--- src/rtl/cordic_pkg.sv ---
// rtl/cordic_pkg.sv - shared widths, constants and state type for the CORDIC sequencer
package cordic_pkg;

  localparam int DATA_W  = 16;
  localparam int INT_W   = 18;
  localparam int ANGLE_W = 18;
  localparam int ITER_W  = 5;

  localparam logic [ANGLE_W-1:0] HALF_PI = 18'h10000;

  // K in Q1.15; the datapath never removes it, so consumers scale if needed
  localparam logic [15:0] CORDIC_GAIN_Q15 = 16'hD2C6;

  typedef enum logic [1:0] {IDLE, PRE, ITER, DONE} cordic_state_t;

endpackage

--- src/rtl/cordic_ctrl_gamma_mem.sv ---
// rtl/cordic_ctrl_gamma_mem.sv - arctan(2^-i) table, angle units of 2^18 per full turn
module gamma_mem
  import cordic_pkg::*;
(
  input  logic [ITER_W-1:0] iter,
  output logic [15:0]       gamma
);

  always_comb begin
    gamma = '0;
    case (iter)
      5'd0:  gamma = 16'd32768;
      5'd1:  gamma = 16'd19344;
      5'd2:  gamma = 16'd10221;
      5'd3:  gamma = 16'd5188;
      5'd4:  gamma = 16'd2604;
      5'd5:  gamma = 16'd1303;
      5'd6:  gamma = 16'd652;
      5'd7:  gamma = 16'd326;
      5'd8:  gamma = 16'd163;
      5'd9:  gamma = 16'd81;
      5'd10: gamma = 16'd41;
      5'd11: gamma = 16'd20;
      5'd12: gamma = 16'd10;
      5'd13: gamma = 16'd5;
      5'd14: gamma = 16'd3;
      5'd15: gamma = 16'd1;
      default: gamma = '0;
    endcase
  end

endmodule

--- src/rtl/cordic_ctrl.sv ---
// rtl/cordic_ctrl.sv - iterative rotation-mode CORDIC with quadrant pre-rotation
module cordic_ctrl
  import cordic_pkg::*;
#(
  parameter int ITERS = 16
) (
  input  logic               clk,
  input  logic               reset,
  input  logic               in_valid,
  output logic               in_ready,
  input  logic [DATA_W-1:0]  in_x,
  input  logic [DATA_W-1:0]  in_y,
  input  logic [ANGLE_W-1:0] in_z,
  output logic               out_valid,
  input  logic               out_ready,
  output logic [INT_W-1:0]   out_x,
  output logic [INT_W-1:0]   out_y,
  output logic [ANGLE_W-1:0] out_z,
  output logic               busy
);

  cordic_state_t state, state_nxt;

  logic signed [INT_W-1:0]   x, y;
  logic signed [ANGLE_W-1:0] z;
  logic [ITER_W-1:0]         iter;
  logic [15:0]               gamma;
  logic signed [ANGLE_W-1:0] gamma_ext;
  logic signed [INT_W-1:0]   x_sh, y_sh;
  logic                      last_iter;

  gamma_mem u_gamma (
    .iter  (iter),
    .gamma (gamma)
  );

  assign gamma_ext = {{(ANGLE_W-16){1'b0}}, gamma};
  assign x_sh      = x >>> iter;
  assign y_sh      = y >>> iter;
  assign last_iter = (iter == ITER_W'(ITERS-1));

  always_ff @(posedge clk or posedge reset) begin
    if (reset) state <= IDLE;
    else       state <= state_nxt;
  end

  always_comb begin
    state_nxt = state;
    case (state)
      IDLE:    if (in_valid)  state_nxt = PRE;
      PRE:                    state_nxt = ITER;
      ITER:    if (last_iter) state_nxt = DONE;
      DONE:    if (out_ready) state_nxt = IDLE;
      default:                state_nxt = IDLE;
    endcase
  end

  always_comb begin
    in_ready  = (state == IDLE);
    out_valid = (state == DONE);
    busy      = (state != IDLE);
  end

  always_ff @(posedge clk or posedge reset) begin
    if (reset) begin
      x    <= '0;
      y    <= '0;
      z    <= '0;
      iter <= '0;
    end else begin
      case (state)
        IDLE: if (in_valid) begin
          x <= {{(INT_W-DATA_W){in_x[DATA_W-1]}}, in_x};
          y <= {{(INT_W-DATA_W){in_y[DATA_W-1]}}, in_y};
          z <= in_z;
        end
        PRE: begin
          // fold |z| > pi/2 into the CORDIC convergence range by a 90-degree swap
          case (z[ANGLE_W-1 -: 2])
            2'b01: begin
              x <= -y;
              y <= x;
              z <= z - HALF_PI;
            end
            2'b10: begin
              x <= y;
              y <= -x;
              z <= z + HALF_PI;
            end
            default: ;
          endcase
          iter <= '0;
        end
        ITER: begin
          if (!z[ANGLE_W-1]) begin
            x <= x - y_sh;
            y <= y + x_sh;
            z <= z - gamma_ext;
          end else begin
            x <= x + y_sh;
            y <= y - x_sh;
            z <= z + gamma_ext;
          end
          iter <= iter + 1'b1;
        end
        default: ;
      endcase
    end
  end

  assign out_x = x;
  assign out_y = y;
  assign out_z = z;

endmodule

--- config.mk ---
export PLATFORM = sky130hd
export DESIGN_NAME = cordic_ctrl
export DESIGN_NICKNAME = d
export VERILOG_FILES = /design/src/rtl/cordic_pkg.sv /design/src/rtl/cordic_ctrl_gamma_mem.sv /design/src/rtl/cordic_ctrl.sv
export SDC_FILE = /design/constraint.sdc
export NUM_CORES = 1
export LEC_CHECK = 0
export CAP_MARGIN = 5
export CORE_MARGIN = 2
export CORE_UTILIZATION = 34
export DETAILED_ROUTE_END_ITERATION = 10
export MAX_ROUTING_LAYER = met4
export PLACE_DENSITY = 0.5
export SETUP_SLACK_MARGIN = 0.2
export SLEW_MARGIN = 25
export SYNTH_ARGS = -nofsm -noshare
export SYNTH_HDL_FRONTEND = slang
export SYNTH_SLANG_ARGS = --single-unit
export TNS_END_PERCENT = 5
--- constraint.sdc ---
create_clock -name clk -period 6.3 [get_ports clk]
set_input_delay 0.63 -clock clk [delete_from_list [all_inputs] [get_ports clk]]
set_output_delay 0.63 -clock clk [all_outputs]
set_load 0.05 [all_outputs]
==> metrics.csv, run 1 <==
metric,value,unit
num_antenna_cells,0,
drv_slew,0,
grt_setup_unrepaired,false,
place.gp.congestion,0.9053,
setup.worst_path.end_class,flop,
cts_tree,yes,
grt_pass1_vias,9730,
wl,37090,um
grt_start_max_net_pins,62,
finalHoldViolations,0,
finalSetupViolCount,0,
synthesis.nets,1391,
grtUsageTotal,0.2458,
avgSynthCellArea,7.849,um^2
ios,111,
avgViaCountPerCell,5.973,
cpMostUsedCell,inv_1,
hold_buffers,0,
rr_startpoint,iter[1]$_DFFE_PP0N_,
min_path_type,flop to flop,
grt_pass1_wl,57160,um
synth_top_area_share,0.1539,
syn_area,0.009921,mm^2
num_vias,10220,
drc_errors,0,
layout-drive-gt1-share,0.1032,
ant_nets,0,
cts_setup_buffers,0,
hold_path.startpoint,out_z[9]$_DFFE_PP0P_,
startpoint_type,flop,
synthCells,1264,
yosys.cell_count.top_type,nor2_1,
critical_path.max_stage_delay,0.71,ns
path_clk_slew,0.06,ns
nets,1451,
r2r_cells,18,
path_class,flop to flop,
antenna_found_initial,0,
worstHoldPathCells,2,
synth.area.top_cells,"dfrtp_1 15%, ha_1 8.8%, mux4_2 7.3%",
timing.rr.end,out_z[14]$_DFFE_PP0P_,
area_delta_synth_final,16.98,%
drv_cap,0,
num_rows,62,
hpwl,27420,um
die_h,174.8,um
status,finished clean,
die_x,174.8,um
yosysWarnings,0,
h-tree-depth,3,
routedWlPerCell,21.68,um
finalCriticalPeriod,5.641,ns
dr.pass1.iters,6,
synth-seq-cells,61,
clockBufferDepth,2,
cp_data_arrival_time,5.87,ns
numCtsBuffers,9,
core-area,0.02870,mm^2
cp_top_family,compound AO/OA/AOI/OAI gates,
postSynth.asyncResetShare,1.000,
ys_types,96,
cts_resized,0,
path_cells,inv_1 -> ha_1 -> inv_1 -> mux4_2 -> nor2_1 -> inv_1 -> ha_1 -> mux2_2 -> fa_1 -> a21oi_1 -> o21bai_1 -> a2111oi_0 -> nor3b_1 -> o31a_1 -> o31ai_2 -> mux2i_1 -> a2111oi_0 -> o21ai_1,
crit_required,6.52,ns
clockRootBuffer,clkbuf_16,
finalCritPeriodShare,0.8954,
slew_headroom,0.3710,
min_to,out_z[9]$_DFFE_PP0P_,
yosysSeqAreaShare,0.1539,
io_buffers,110,
die_area,0.03056,mm^2
critPathBufInv,3,
start_util,0.3456,
fin_setup_tns,0,ns
synthTopCellsByCount,"130 x nor2_1, 116 x nand2_1, 94 x a21oi_1, 80 x o21ai_0, 70 x ha_1",
reg2reg_slack,0.66,ns
cts_num_sinks,61,
grt.overflow.total,0,
crit_slowest_cell,a2111oi_0,
synth-edff-count,0,
fmax,0.1773,GHz
drtIter0Drc,899,
yosysTopAreaCell,dfrtp_1,
clk-insertion-delay-late,0.35,ns
ys.flop_type,dfrtp_1,
nFillCells,3011,
cp_max_fo,30,
tightest_slew,0.9425,ns
clock_skew,0.007667,ns
==> layout make-up <==
| type | count | area (um^2) | area share |
|---|---|---|---|
| Inverter | 40 | 150.1 | 0.01294 |
| Clock inverter | 5 | 30.03 | 0.002588 |
| Tap cell | 384 | 480.5 | 0.04140 |
| Clock buffer | 9 | 225.2 | 0.01941 |
| Sequential cell | 61 | 1531 | 0.1320 |
| Multi-Input combinational cell | 1064 | 7789 | 0.6712 |
| Timing Repair Buffer | 148 | 1399 | 0.1205 |
==> worst max path at each step <==
stage                        start                    end  slack (ns)  depth (start not counted)
2_1_floorplan  iter[0]$_DFFE_PP0N_  out_z[14]$_DFFE_PP0P_        1.30                         21
3_3_place_gp   iter[1]$_DFFE_PP0N_  out_z[14]$_DFFE_PP0P_        0.87                         17
3_5_place_dp   iter[1]$_DFFE_PP0N_  out_z[14]$_DFFE_PP0P_        0.72                         17
4_1_cts        iter[1]$_DFFE_PP0N_  out_z[14]$_DFFE_PP0P_        0.70                         18
5_1_grt        iter[1]$_DFFE_PP0N_  out_z[14]$_DFFE_PP0P_        0.31                         18
6_report       iter[1]$_DFFE_PP0N_  out_z[14]$_DFFE_PP0P_        0.66                         18
==> per-stage QoR <==
step	utilization	hold slack, ns	std cells	instance area, um^2	setup WS [ns]
after global routing	0.4043	0.5725	1711	11600	0.3065
final	0.4043	0.5272	1711	11600	0.6591
after CTS	0.4043	0.5403	1711	11600	0.6958
after detailed placement	0.3954	0.5282	1697	11350	0.7210
after floorplan	-	0.5538	1264	9921	1.301
after global placement	0.3953	0.5196	1697	11350	0.8722
==> state kept, by name, summed over array words and instances, names as in the netlist <==
signal	count
out_x	18
out_y	18
out_z	18
iter	5
state	2
==> cells by family after synthesis <==
| family | count (synthesis) | share of synthesized area |
|---|---|---|
| and+or+nand+nor | 415 | 0.2005 |
| AOI/OAI and AO/OA | 397 | 0.2718 |
| buffers and inverters | 139 | 0.06306 |
| xor gates and xnor gates | 105 | 0.09270 |
| muxes | 74 | 0.1237 |
| adders and majority gates | 73 | 0.09434 |
| DFF | 61 | 0.1539 |
==> metal layers <==
layer,up-vias,GRT usage,share of wire
met2,394,0.3566,0.43
met4,0,0.05764,0.017
met1,4971,0.3589,0.48
li1,4817,-,-
met3,37,0.03525,0.070
met5,-,-,0
==> worst min-delay path, cell delays in order (launching register included) <==
cell and delay, ns:
dfrtp_1 0.37, nand2_1 0.06, o21ai_0 0.06
==> layout by cell type (no fill, tap or decap), drive strengths merged, types with 11 or more instances in the layout <==
master,instances
nor2b,17
xnor2,60
ha,70
a31oi,14
a221oi,36
and3,17
mux2i,27
nand2b,16
xor2,45
o22ai,13
clkdlybuf4s50,110
buf,38
and2,16
a21o,18
a22oi,11
nor2,131
mux4,36
o21a,16
nand2,116
mux2,11
o21ai,84
inv,38
o31ai,24
nand3,17
a21oi,94
dfrtp,61
nor3,38
Power of run 1 is not shown: default switching activity piles up to over one toggle a cycle in this logic, so the estimate is an artifact.
==> run 2: changes to the inputs <==
--- a/config.mk
+++ b/config.mk
@@ -10,7 +10,7 @@
 export CORE_UTILIZATION = 34
 export DETAILED_ROUTE_END_ITERATION = 10
 export MAX_ROUTING_LAYER = met4
-export PLACE_DENSITY = 0.5
+export PLACE_DENSITY = 0.52
 export SETUP_SLACK_MARGIN = 0.2
 export SLEW_MARGIN = 25
 export SYNTH_ARGS = -nofsm -noshare
==> constraint.sdc (replaced) <==
create_clock -name clk -period 4.9 [get_ports clk]
set_input_delay 0.49 -clock clk [delete_from_list [all_inputs] [get_ports clk]]
set_output_delay 0.49 -clock clk [all_outputs]
set_load 0.05 [all_outputs]
==> run 2 against run 1 <==
Compared with the run above:
- cell count grew 6.8%
- flip-flop and latch count did not move
- die area did not move
==> metrics.csv, run 2 (synthesized netlist as in run 1, its figures left out) <==
metric,value,unit,change
finalCritPeriodShare,0.9579,,+0.06252
multiInputGateArea,0.008049,mm^2,+3.3%
path_clk_slew,0.07,ns,about the same
fmax,0.2131,GHz,+20%
nets,1566,,+7.9%
die_area,0.03056,mm^2,unchanged
cp_max_fo,6,,-80%
die_x,174.8,um,unchanged
drc_errors,0,,unchanged
place_area,0.01206,mm^2,+6.3%
status,finished clean,,
area_delta_synth_final,29.74,%,
finalCriticalPeriod,4.694,ns,-0.9472 ns
num_vias,10790,,+5.6%
cts_tree,yes,,
regArea,0.001535,mm^2,+0.24%
crit_required,5.18,ns,-1.34 ns
cp_data_arrival_time,4.97,ns,-0.90 ns
num_rows,62,,unchanged
min_path_type,input port to asynchronous set/reset pin,,
cts_num_sinks,61,,unchanged
grt_pass1_vias,10160,,+4.4%
mostFrequentLayoutCell,buf_4,,
die_h,174.8,um,unchanged
grt.overflow.total,0,,unchanged
grt_setup_unrepaired,true,,
clk-insertion-delay-late,0.36,ns,about the same
antenna_found_initial,0,,unchanged
finalSetupViolCount,0,,unchanged
grtUsageTotal,0.2614,,+0.01556
grt_start_max_net_pins,60,,-3.2%
dp_slack,0.04572,ns,-0.6753 ns
path_class,flop to flop,,
ios,111,,unchanged
place.gp.congestion,0.9535,,+5.3%
clockBufferDepth,2,,unchanged
setup.worst_path.end_class,flop,,
slew_headroom,0.5261,,+0.1551
drtIter0Drc,1094,,+22%
clock_skew,0.01538,ns,+0.007714 ns
num_antenna_cells,0,,unchanged
finalNonFillerCells,1828,,+6.8%
drv_cap,0,,unchanged
dp_cells,1784,,+5.1%
drv_slew,0,,unchanged
setup_slack,0.2063,ns,-0.4528 ns
numCtsBuffers,9,,unchanged
hold_buffers,0,,unchanged
clockRootBuffer,clkbuf_16,,
grt_pass1_wl,60330,um,+5.5%
start_util,0.3456,,unchanged
core-area,0.02870,mm^2,unchanged
dr.pass1.iters,5,,-1
layout-drive-gt1-share,0.2064,,+0.1031
finalHoldViolations,0,,unchanged
h-tree-depth,3,,unchanged
startpoint_type,flop,,
io_buffers,110,,unchanged
fin_setup_tns,0,ns,unchanged
wl,39590,um,+6.7%
routedWlPerCell,21.65,um,-0.10%
ant_nets,0,,unchanged
nFillCells,2948,,-2.1%
hpwl,29850,um,+8.8%
most-common-layout-cells,"142 x buf_4, 125 x nor2_1, 116 x nand2_1, 110 x clkdlybuf4s50_1, 92 x a21oi_1",,
avgViaCountPerCell,5.901,,-1.2%
tightest_slew,0.7049,ns,-0.2376 ns
design_area,0.01287,mm^2,+11%
==> run 2: cell type report <==
type / instances / share of cell area
Inverter: 40 / 0.01225
Clock buffer: 12 / 0.01993
Multi-Input combinational cell: 1064 / 0.6254
Timing Repair Buffer: 263 / 0.1822
Clock inverter: 4 / 0.003694
Tap cell: 384 / 0.03733
Sequential cell: 61 / 0.1193
==> run 2: worst paths after layout <==
kind,start,to,slack (ns),depth (start not counted)
setup / recovery,iter[0]$_DFFE_PP0N_,out_y[16]$_DFFE_PP0P_,0.21,21
hold / removal,reset,out_z[7]$_DFFE_PP0P_,0.47,2
setup reg to reg,iter[0]$_DFFE_PP0N_,out_y[16]$_DFFE_PP0P_,0.21,21
hold reg to reg,out_z[9]$_DFFE_PP0P_,out_z[9]$_DFFE_PP0P_,0.53,2
max in group asynchronous,reset,iter[0]$_DFFE_PP0N_,3.39,3
min in group clk,out_z[9]$_DFFE_PP0P_,out_z[9]$_DFFE_PP0P_,0.53,2
==> run 2: critical path, cell delays in order, from the launching register on <==
cell	delay, ns
dfrtp_4	0.48
buf_6	0.15
buf_12	0.12
or3_4	0.36
o311a_1	0.35
a221o_1	0.34
and2_4	0.19
and2b_1	0.17
nor2_2	0.15
xnor2_2	0.10
ha_1	0.30
o21a_1	0.15
o21a_1	0.21
nand3_2	0.09
a21oi_2	0.15
nor4_2	0.08
o31a_1	0.37
buf_6	0.15
nor4bb_4	0.32
a211oi_2	0.09
buf_4	0.17
o22ai_2	0.12
==> run 2: what timing repair did <==
item | in CTS | in global routing
pin swaps | 7 | 31
endpoints found under the setup margin | 12 | 21
buffers inserted | 7 | 20
cloned | 0 | 1
resized for setup | 13 | 52
==> run 2: routing by layer <==
| layer | vias up | part of all wire | GRT usage |
|---|---|---|---|
| met3 | 44 | 0.066 | 0.03198 |
| met5 | - | 0 | - |
| met2 | 409 | 0.44 | 0.3799 |
| met4 | 0 | 0.015 | 0.05486 |
| li1 | 5057 | - | - |
| met1 | 5277 | 0.48 | 0.3868 |
==> run 2: per-stage QoR <==
stage / hold WS [ns] / util
final: 0.4740 / 0.4484
after global routing: 0.5172 / 0.4484
after CTS: 0.4892 / 0.4348
after detailed placement: 0.5281 / 0.4202
after global placement: 0.5196 / 0.4202
after floorplan: 0.5538 / -
Power of run 2 is left out for the same reason.
